## src/rtl/simple_router_pkg.sv

```systemverilog
// -----------------------------------------------------------------------------
// simple_router_pkg
// Shared constants and types for the 1-to-4 demultiplexing router.
//   DEFAULT_DATA_WIDTH : default width of the routed data word
//   NUM_PORTS          : number of downstream output ports
//   port_idx_t         : destination port index (0..NUM_PORTS-1)
// -----------------------------------------------------------------------------
package simple_router_pkg;

  localparam int unsigned DEFAULT_DATA_WIDTH = 32;
  localparam int unsigned NUM_PORTS          = 4;

  typedef logic [1:0] port_idx_t;

endpackage : simple_router_pkg

```

## src/rtl/simple_router_port.sv

```systemverilog
// -----------------------------------------------------------------------------
// simple_router_port
// One registered output port of the router. Loads din when selected,
// otherwise loads zero, so an unselected port never shows a stale word.
// Ports:
//   clk   : rising-edge clock
//   reset : asynchronous, active-high reset (clears dout and vld)
//   sel   : this port is the destination of a qualified transfer this cycle
//   din   : data word to capture when selected
//   dout  : registered port data, zero when not selected
//   vld   : registered flag, high when dout carries routed data
// -----------------------------------------------------------------------------
module simple_router_port
  import simple_router_pkg::*;
#(
  parameter int unsigned DATA_WIDTH = DEFAULT_DATA_WIDTH
) (
  input  logic                  clk,
  input  logic                  reset,
  input  logic                  sel,
  input  logic [DATA_WIDTH-1:0] din,
  output logic [DATA_WIDTH-1:0] dout,
  output logic                  vld
);

  // Data and valid are reloaded every cycle; a word only persists while the
  // producer keeps re-presenting it to this port.
  always_ff @(posedge clk or posedge reset) begin
    if (reset) begin
      dout <= '0;
      vld  <= 1'b0;
    end else begin
      dout <= sel ? din : '0;
      vld  <= sel;
    end
  end

endmodule : simple_router_port

```

## src/rtl/simple_router.sv

```systemverilog
// -----------------------------------------------------------------------------
// simple_router
// 1-to-4 demultiplexing router with one cycle of registered latency and no
// backpressure. The top level only decodes addr/din_en into per-port selects;
// each port owns its output register.
// Ports:
//   clk      : rising-edge clock
//   reset    : asynchronous, active-high reset
//   din      : data word to route
//   din_en   : qualifies din/addr for the current cycle
//   addr     : destination port select (0..3)
//   dout0..3 : per-port data, zero when that port is not selected
//   dout_vld : bit N high when doutN carries routed data (at most one set)
// -----------------------------------------------------------------------------
module simple_router
  import simple_router_pkg::*;
#(
  parameter int unsigned DATA_WIDTH = DEFAULT_DATA_WIDTH
) (
  input  logic                  clk,
  input  logic                  reset,
  input  logic [DATA_WIDTH-1:0] din,
  input  logic                  din_en,
  input  port_idx_t             addr,
  output logic [DATA_WIDTH-1:0] dout0,
  output logic [DATA_WIDTH-1:0] dout1,
  output logic [DATA_WIDTH-1:0] dout2,
  output logic [DATA_WIDTH-1:0] dout3,
  output logic [NUM_PORTS-1:0]  dout_vld
);

  logic [DATA_WIDTH-1:0] port_dout [NUM_PORTS];
  logic [NUM_PORTS-1:0]  port_sel;

  // din_en gates the decode first so an unknown addr while idle still yields
  // a clean all-zero select vector.
  for (genvar i = 0; i < NUM_PORTS; i++) begin : g_port
    assign port_sel[i] = din_en && (addr == port_idx_t'(i));

    simple_router_port #(
      .DATA_WIDTH (DATA_WIDTH)
    ) u_port (
      .clk   (clk),
      .reset (reset),
      .sel   (port_sel[i]),
      .din   (din),
      .dout  (port_dout[i]),
      .vld   (dout_vld[i])
    );
  end

  assign dout0 = port_dout[0];
  assign dout1 = port_dout[1];
  assign dout2 = port_dout[2];
  assign dout3 = port_dout[3];

endmodule : simple_router

```

## config.mk

```make
export PLATFORM = sky130hd
export DESIGN_NAME = simple_router
export DESIGN_NICKNAME = d
export VERILOG_FILES = /design/src/rtl/simple_router_pkg.sv /design/src/rtl/simple_router_port.sv /design/src/rtl/simple_router.sv
export SDC_FILE = /design/constraint.sdc
export NUM_CORES = 1
export LEC_CHECK = 0
export CORE_ASPECT_RATIO = 2
export CORE_MARGIN = 2
export CORE_UTILIZATION = 30
export DETAILED_ROUTE_END_ITERATION = 10
export GPL_TIMING_DRIVEN = 0
export SETUP_SLACK_MARGIN = 0.3
export SYNTH_ARGS = -nofsm -noshare
export SYNTH_HDL_FRONTEND = slang
export SYNTH_HIERARCHICAL = 1
export SYNTH_SLANG_ARGS = --single-unit
```

## constraint.sdc

```tcl
create_clock -name clk -period 1.1 [get_ports clk]
set_clock_uncertainty 0.15 [all_clocks]
set_input_delay 0.22 -clock clk [delete_from_list [all_inputs] [get_ports clk]]
set_output_delay 0.22 -clock clk [all_outputs]
set_load 0.02 [all_outputs]
```

==> reports/qor.txt, run 1 <==
Worst VDD drop: 0.00104 V
initial core utilization: 0.305
synthesized area: 4380 µm²
crit path buf inv count: 1
met1 usage in global routing: 0.163
worst-path fanout max: 1
CP max-delay cell: dfrtp_1
Total GRT Usage: 0.170
die height: 175 µm
MaxCap Viol Count: 0
RSZ-0062 raised after global routing: yes
Post-Syn Nets: 317
failing checks: negative hold slack, negative setup slack
fin crit period: 1.33 ns
die area: 15600 µm²
outcome: finished, violations left
Root Driver: clkbuf_16
Final Setup Violations: 132
cell family with most CP delay: flip-flops
global-route wire length before repair: 18700 µm
slowest cell delay on critical path: 0.41 ns
GPL Wtd Cong: 0.776
Seq/Total Area, Yosys: 0.755
IO buf count: 168
Routed Antenna Nets: 0
fmax: 753 MHz
type of element launching the critical path: flip-flop
GR Util met2: 0.319
synthesis-stage register bit count: 132
Final Hold Viols: 133
most common cell after layout, fill and taps aside: buf_6
clock sinks: 132
largest net degree at the start of global routing: 34
GR Util met3: 0.0449
gr busiest metal: met2
grt ovf: 0
antenna fix cells: 0
total CTS buffers: 17
main area contributors after synthesis: dfrtp_1, and2_2, clkbuf_2
CTS Buffer Depth: 2
routed wire length: 13500 µm
worst-margin pin slew: 0.537 ns
Clock power frac: 0.454
IO Count: 169
dpl ws: -0.811 ns
number of remaining DRC errors: 0
most frequent cells in the layout: buf_6, dfrtp_1, and2_4
initial drt markers: 104
drt wl/cell: 19.7 µm
crit-path cells: buf_6
Seq pwr share: 0.445
row count: 62
WP data arrival: 0.96 ns
vias in the first global route: 3118
fin. max-slew vios: 0
Design Power: 0.0113 W
Sw Pwr: 0.00264 W
Synthesis Warnings: 6
hpwl dp: 8530 µm
vias after detailed routing: 2822
fin nets: 520
Critical Path Start: g_port[0].u_port/dout[28]
Die Span X: 89.4 µm
drt pass-1 iters: 4
Cells after Synth: 280
critical path depth in cells: 1
Clock transition at path regs: 0.06 ns
initial antenna violation count: 0
Syn-to-layout area delta: 71.7%
tightest hold margin: -0.136 ns
Net Sw Frac: 0.233
share of layout cells above drive strength 1: 0.669
relative slew slack: 0.641
Setup CP Type: flip-flop to output pin
path type of the worst min-delay path: input port to async pin
combinational cell fraction of total power: 0.101
Pleak: 3.80 nW
synth unique cells: 7
Pwr Density: 1510 nW/µm²
Via-to-Cell Ratio: 4.11
Syn Area/Cell: 15.6 µm²
Synth area leader: dfrtp_1
Placeable Area: 14400 µm²
Synth top area share: 0.755
CTS tree: built
Setup WS post-layout: -0.228 ns
Worst Path Required: 0.73 ns
H-Tree Depth: 4
Internal: 0.00871 W
period utilization: 1.21
Worst setup EP type: output pin
-- timing repair --
action | in CTS | in global routing
pin swaps | 2 | 2
endpoints found under the setup margin | 396 | 310
hold endpoints to repair | 134 | 134
cloned | 2 | 7
resized for setup | 865 | 69
setup buffers | 7 | 0
-- area by class of cell --
| class | instances | area (µm²) |
|---|---|---|
| Tap cell | 192 | 240 |
| Clock buffer | 18 | 439 |
| Inverter | 4 | 30.0 |
| Timing Repair inverter | 4 | 30.0 |
| Buffer | 12 | 186 |
| Fill cell | 1212 | 6840 |
| Timing Repair Buffer | 180 | 2050 |
| Sequential cell | 132 | 3300 |
| Multi-Input combinational cell | 132 | 1130 |
| Clock inverter | 13 | 109 |
-- kinds of logic (layout without fill, tap and decap cells) --
group,after synthesis,after routing,synth area share
flip-flops,132,132,0.755
AND/OR/NAND/NOR,132,132,0.228
buffers and inverters,16,231,0.0172
-- synth_stat cells --
cell type    n
dfrtp_1    132
and2_2     128
clkbuf_2    12
inv_1        4
and3b_1      2
and3_2       1
nor3b_2      1
-- registers in the layout (all words and copies together), names as in the netlist --
| register | count |
|---|---|
| g_port.u_port/vld | 4 |
| g_port.u_port/dout | 128 |
-- power groups by stage --
stage	sequential (W)	combinational [W]	clock (W)
after global routing	0.00506	0.00122	0.00550
final	0.00505	0.00114	0.00516
after CTS	0.00505	0.00107	0.00528
after global placement	0.00510	0.000960	0
after floorplan	0.00527	0.000244	0
after detailed placement	0.00511	0.000973	0
-- worst paths after layout --
kind,slack (ns),to
max in group asynchronous,0.58,g_port[0].u_port/dout[31]
min in group clk,-0.05,g_port[0].u_port/vld
worst max-delay path,-0.23,dout0[28]
worst min-delay path,-0.14,g_port[3].u_port/dout[5]
-- per-stage QoR --
step | instance area, µm² | util | std cells | setup TNS [ns]
after detailed placement | 6390 | 0.445 | 640 | -189.12
final | 7510 | 0.524 | 687 | -22.96
after floorplan | 4470 | - | 280 | 0
after global routing | 7510 | 0.524 | 687 | -27.52
after global placement | 6390 | 0.445 | 640 | -181.75
after CTS | 7310 | 0.509 | 680 | -25.70
-- metal layers --
metal  part of all wire  wire length (µm)
met1               0.32              4330
met2               0.60              8140
met3              0.040               538
met4              0.039               523
met5                  0                 0
Power figures use the tool's default switching activity.
==> run 2: changes to the inputs <==
==> constraint.sdc (replaced) <==
create_clock -name clk -period 1.7 [get_ports clk]
set_clock_uncertainty 0.15 [all_clocks]
set_input_delay 0.34 -clock clk [delete_from_list [all_inputs] [get_ports clk]]
set_output_delay 0.34 -clock clk [all_outputs]
set_load 0.02 [all_outputs]
==> reports/qor.txt, run 2 (synthesis results as in run 1) <==
GPL Wtd Cong: 0.750 (-3.3%)
hpwl dp: 8310 µm (-2.5%)
Worst VDD drop: 0.000706 V (-32%)
vias in the first global route: 3002 (-3.7%)
Worst setup EP type: output pin
CTS Buffer Depth: 2 (unchanged)
RSZ-0062 raised after global routing: yes
total CTS buffers: 17 (unchanged)
fin crit period: 1.42 ns
fin. max-slew vios: 0 (unchanged)
Clock transition at path regs: 0.06 ns (about the same)
cell family with most CP delay: flip-flops
Root Driver: clkbuf_16
Post-Layout Cell Count: 675 (-1.7%)
Final Setup Violations: 0 (-100%)
most frequent cells in the layout: dfrtp_1, buf_6, and2_2
die height: 175 µm (unchanged)
initial antenna violation count: 0 (unchanged)
drt pass-1 iters: 4 (unchanged)
Setup WS post-layout: 0.282 ns (+0.510 ns)
routed wire length: 12000 µm (-12%)
type of element launching the critical path: flip-flop
global-route wire length before repair: 17900 µm (-4.3%)
Routed Antenna Nets: 0 (unchanged)
fin nets: 507 (-2.5%)
antenna fix cells: 0 (unchanged)
MaxCap Viol Count: 0 (unchanged)
tightest hold margin: 0.343 ns (+0.479 ns)
initial drt markers: 69 (-34%)
Die Span X: 89.4 µm (unchanged)
period utilization: 0.834
fmax: 705 MHz
clock sinks: 132 (unchanged)
row count: 62 (unchanged)
path type of the worst min-delay path: input port to async pin
Final Util: 0.498 (-0.0255)
drt wl/cell: 17.7 µm (-10%)
largest net degree at the start of global routing: 34 (unchanged)
share of layout cells above drive strength 1: 0.650 (-0.0186)
IO Count: 169 (unchanged)
Total GRT Usage: 0.161 (-0.00821)
Pleak: 3.65 nW (-4.1%)
IO buf count: 168 (unchanged)
outcome: finished clean
worst-path fanout max: 1 (unchanged)
Setup CP Type: flip-flop to output pin
CTS tree: built
number of remaining DRC errors: 0 (unchanged)
worst-margin pin slew: 0.743 ns (+0.205 ns)
CP max-delay cell: dfrtp_1
max reg flops: 128 (unchanged)
Via-to-Cell Ratio: 4.05 (-1.5%)
Final Hold Viols: 0 (-100%)
Design Power: 0.00759 W (-33%)
Worst Path Required: 1.21 ns (+0.48 ns)
vias after detailed routing: 2732 (-3.2%)
Most flops, register: g_port.u_port/dout
die area: 15600 µm² (unchanged)
Syn-to-layout area delta: 63.3%
WP data arrival: 0.93 ns (-0.03 ns)
H-Tree Depth: 4 (unchanged)
biggest regs: g_port.u_port/dout x128, g_port.u_port/vld x4
Placeable Area: 14400 µm² (unchanged)
relative slew slack: 0.504 (-0.137)
dpl ws: -0.320 ns (+0.492 ns)
slowest cell delay on critical path: 0.39 ns (-0.02 ns)
Pwr Density: 1060 nW/µm² (-30%)
crit-path cells: buf_6
initial core utilization: 0.305 (unchanged)
placed insts: 640 (unchanged)
grt ovf: 0 (unchanged)
crit path buf inv count: 1 (unchanged)
run 2: routing by layer:
layer  global-route usage  wire [µm]
met5                    0          0
met4               0.0740        296
met3               0.0416        531
met2                0.290       6960
met1                0.168       4180
run 2: through the flow:
step	instance area (µm²)	TNS, ns
floorplan	4380	0
global placement	6300	-112.62
detailed placement	6300	-35.00
CTS	7110	0
global route	7150	0
finish	7150	0
run 2: final timing paths:
kind | from | endpoint | slack, ns | depth (start not counted)
worst max-delay path | g_port[0].u_port/dout[31] | dout0[31] | 0.28 | 1
worst min-delay path | reset | g_port[0].u_port/dout[1] | 0.34 | 2
max in group asynchronous | reset | g_port[3].u_port/dout[24] | 0.54 | 2
min in group clk | addr[0] | g_port[3].u_port/vld | 0.37 | 2
run 2: repair_timing:
action	in CTS	in global routing
hold buffers	0	0
resized for setup	817	15
buffers inserted	1	2
endpoints found under the setup margin	235	309
run 2: final cells by class:
| class | instances | area [µm²] |
|---|---|---|
| well taps | 192 | 240 |
| inverters | 4 | 21.3 |
| clock inverters | 14 | 175 |
| multi-input cells | 132 | 1010 |
| plain buffers | 12 | 105 |
| clock buffers | 18 | 429 |
| flip-flops and latches | 132 | 3300 |
| repair buffers | 171 | 1870 |
| fillers | 1259 | 7200 |
run 2: power breakdown:
part,internal [W],total [W],switching [W]
Combinational,0.000299,0.000618,0.000319
Clock,0.00232,0.00371,0.00139
Sequential,0.00322,0.00326,0.0000380
==> variant (flow settings as in run 2) <==
Make the reset (`reset`) synchronous in one clocked block. Comments in the files are not updated.
--- a/src/rtl/simple_router_port.sv
+++ b/src/rtl/simple_router_port.sv
@@ -25,7 +25,7 @@
 
   // Data and valid are reloaded every cycle; a word only persists while the
   // producer keeps re-presenting it to this port.
-  always_ff @(posedge clk or posedge reset) begin
+  always_ff @(posedge clk) begin
     if (reset) begin
       dout <= '0;
       vld  <= 1'b0;
Formal check against the unedited RTL: differs if reset is asserted again (counterexample within 4 cycles, from zero or initial values and one cycle with reset high); with reset held inactive, the same outputs for 10 cycles.
==> variant against run 2 <==
- sequential cell count did not move
- synthesized area fell by 9.8%
- wire length fell by 4.9%
- total power fell by 5.7%
- design area fell by 17%
- worst setup slack improved by 0.035 ns
- cell count fell by 4.3%
- sequential share of layout area fell by 1.4 points
- critical path type unchanged
- critical endpoint is now dout1[16]
==> variant: results <==
{
  "synth_area_leaders": "dfxtp_1 (67%), and3b_1 (29%), buf_2 (3.0%), nor2b_1 (0.63%), nor3b_2 (0.32%)",
  "slowest_stage": "dfxtp_1",
  "hpwl_um": 8170,
  "reg_top3": "g_port.u_port/dout x128, g_port.u_port/vld x4",
  "fillerInstances": 1248,
  "vias_per_cell": 4.46,
  "ys_warn_count": 6,
  "post-place-ws_ns": -0.388,
  "p_leak_uw": 0.00333,
  "synth_flop_cell": "dfxtp_1",
  "synth_compound_area_share_pct": 0,
  "routed_wl_um": 11400,
  "status": "complete, no violations",
  "hold_path_class": "in2reg",
  "yosysSeqAreaShare_pct": 67.0,
  "grt_usage_pct": 16.5,
  "max_stage_delay_ns": 0.36,
  "drt_iter0_drc": 121,
  "ys_types": 6,
  "crit_fanout": 1,
  "grt_max_degree": 25,
  "critical_path_class": "reg2out",
  "htreeDepth": 4,
  "grt_pass1_vias": 3089,
  "crit_path_start": "g_port[1].u_port/dout[16]$_SDFF_PP0_",
  "antenna_cells": 0,
  "antenna_found_initial": 0,
  "ys_top_cells_by_count": "dfxtp_1 (132), and3b_1 (130), buf_2 (24)",
  "synth.area.mux_share_pct": 0,
  "synth_nets": 329,
  "grt_pass1_wl_um": 17800,
  "firstDrtPassIters": 4,
  "async_reset_ff_share_pct": 0,
  "slew_headroom_pct": 76.7,
  "cts_root_buf": "clkbuf_16",
  "routabilityCongestion": 0.754,
  "path_clk_slew_ns": 0.06,
  "clockBufferDepth": 2,
  "hp-start": "reset",
  "layout-drive-gt1-share_pct": 40.1,
  "nNetsFinal": 518,
  "ir_worst_vdd_mv": 0.696,
  "cp_top_family": "flip-flops",
  "cts_buffers": 17,
  "synth-adder-area-share_pct": 0
}
variant: stage by stage:
stage | cells | util [%] | cell area [µm²] | hold WS, ns | setup TNS, ns
after floorplan | 292 | - | 3950 | 0.354 | 0
after global placement | 612 | 45.0 | 5820 | 0.859 | -39.02
after detailed placement | 612 | 45.0 | 5820 | 0.872 | -41.70
after CTS | 646 | 44.9 | 5800 | 0.441 | 0
after global routing | 646 | 45.8 | 5910 | 0.361 | 0
final | 646 | 45.8 | 5910 | 0.326 | 0
variant: path summary, 6_finish.rpt:
path	endpoint	slack (ns)	depth (start not counted)
min	g_port[3].u_port/dout[28]$_SDFF_PP0_	0.33	2
max	dout1[16]	0.32	1
variant: where the power goes:
part           internal, µW  switching [µW]
registers              3150            14.5
clock network          2180            1390
logic                   199             229
total                  5520            1630
variant: final cells by class:
cell class                 count  area [µm²]  share of cell area [%]
clock buffer                  18         429                    7.26
clock inverter                14         155                    2.62
timing repair buffer         170        1150                    19.5
multi-input combinational    136        1190                    20.2
buffer                        24         146                    2.48
sequential                   132        2650                    44.8
tap                          152         190                    3.22
variant: cells by family after synthesis:
group | after synthesis
buffers and inverters | 24
and+or+nand+nor | 136
DFF | 132
variant: what timing repair did:
item / CTS / global route
endpoints found under the hold margin: 0 / 0
gates resized for setup: 558 / 49
endpoints found under the setup margin: 252 / 153
setup buffers: 2 / 0
pin swaps: 1 / 1
hold buffers: 0 / 0
variant: per-layer routing:
metal / up-vias / wire, µm / GRT usage, %
li1: 1383 / - / -
met1: 1358 / 4130 / 17.2
met2: 114 / 6180 / 29.6
met3: 24 / 665 / 4.37
met4: 0 / 400 / 8.70
met5: - / 0 / 0
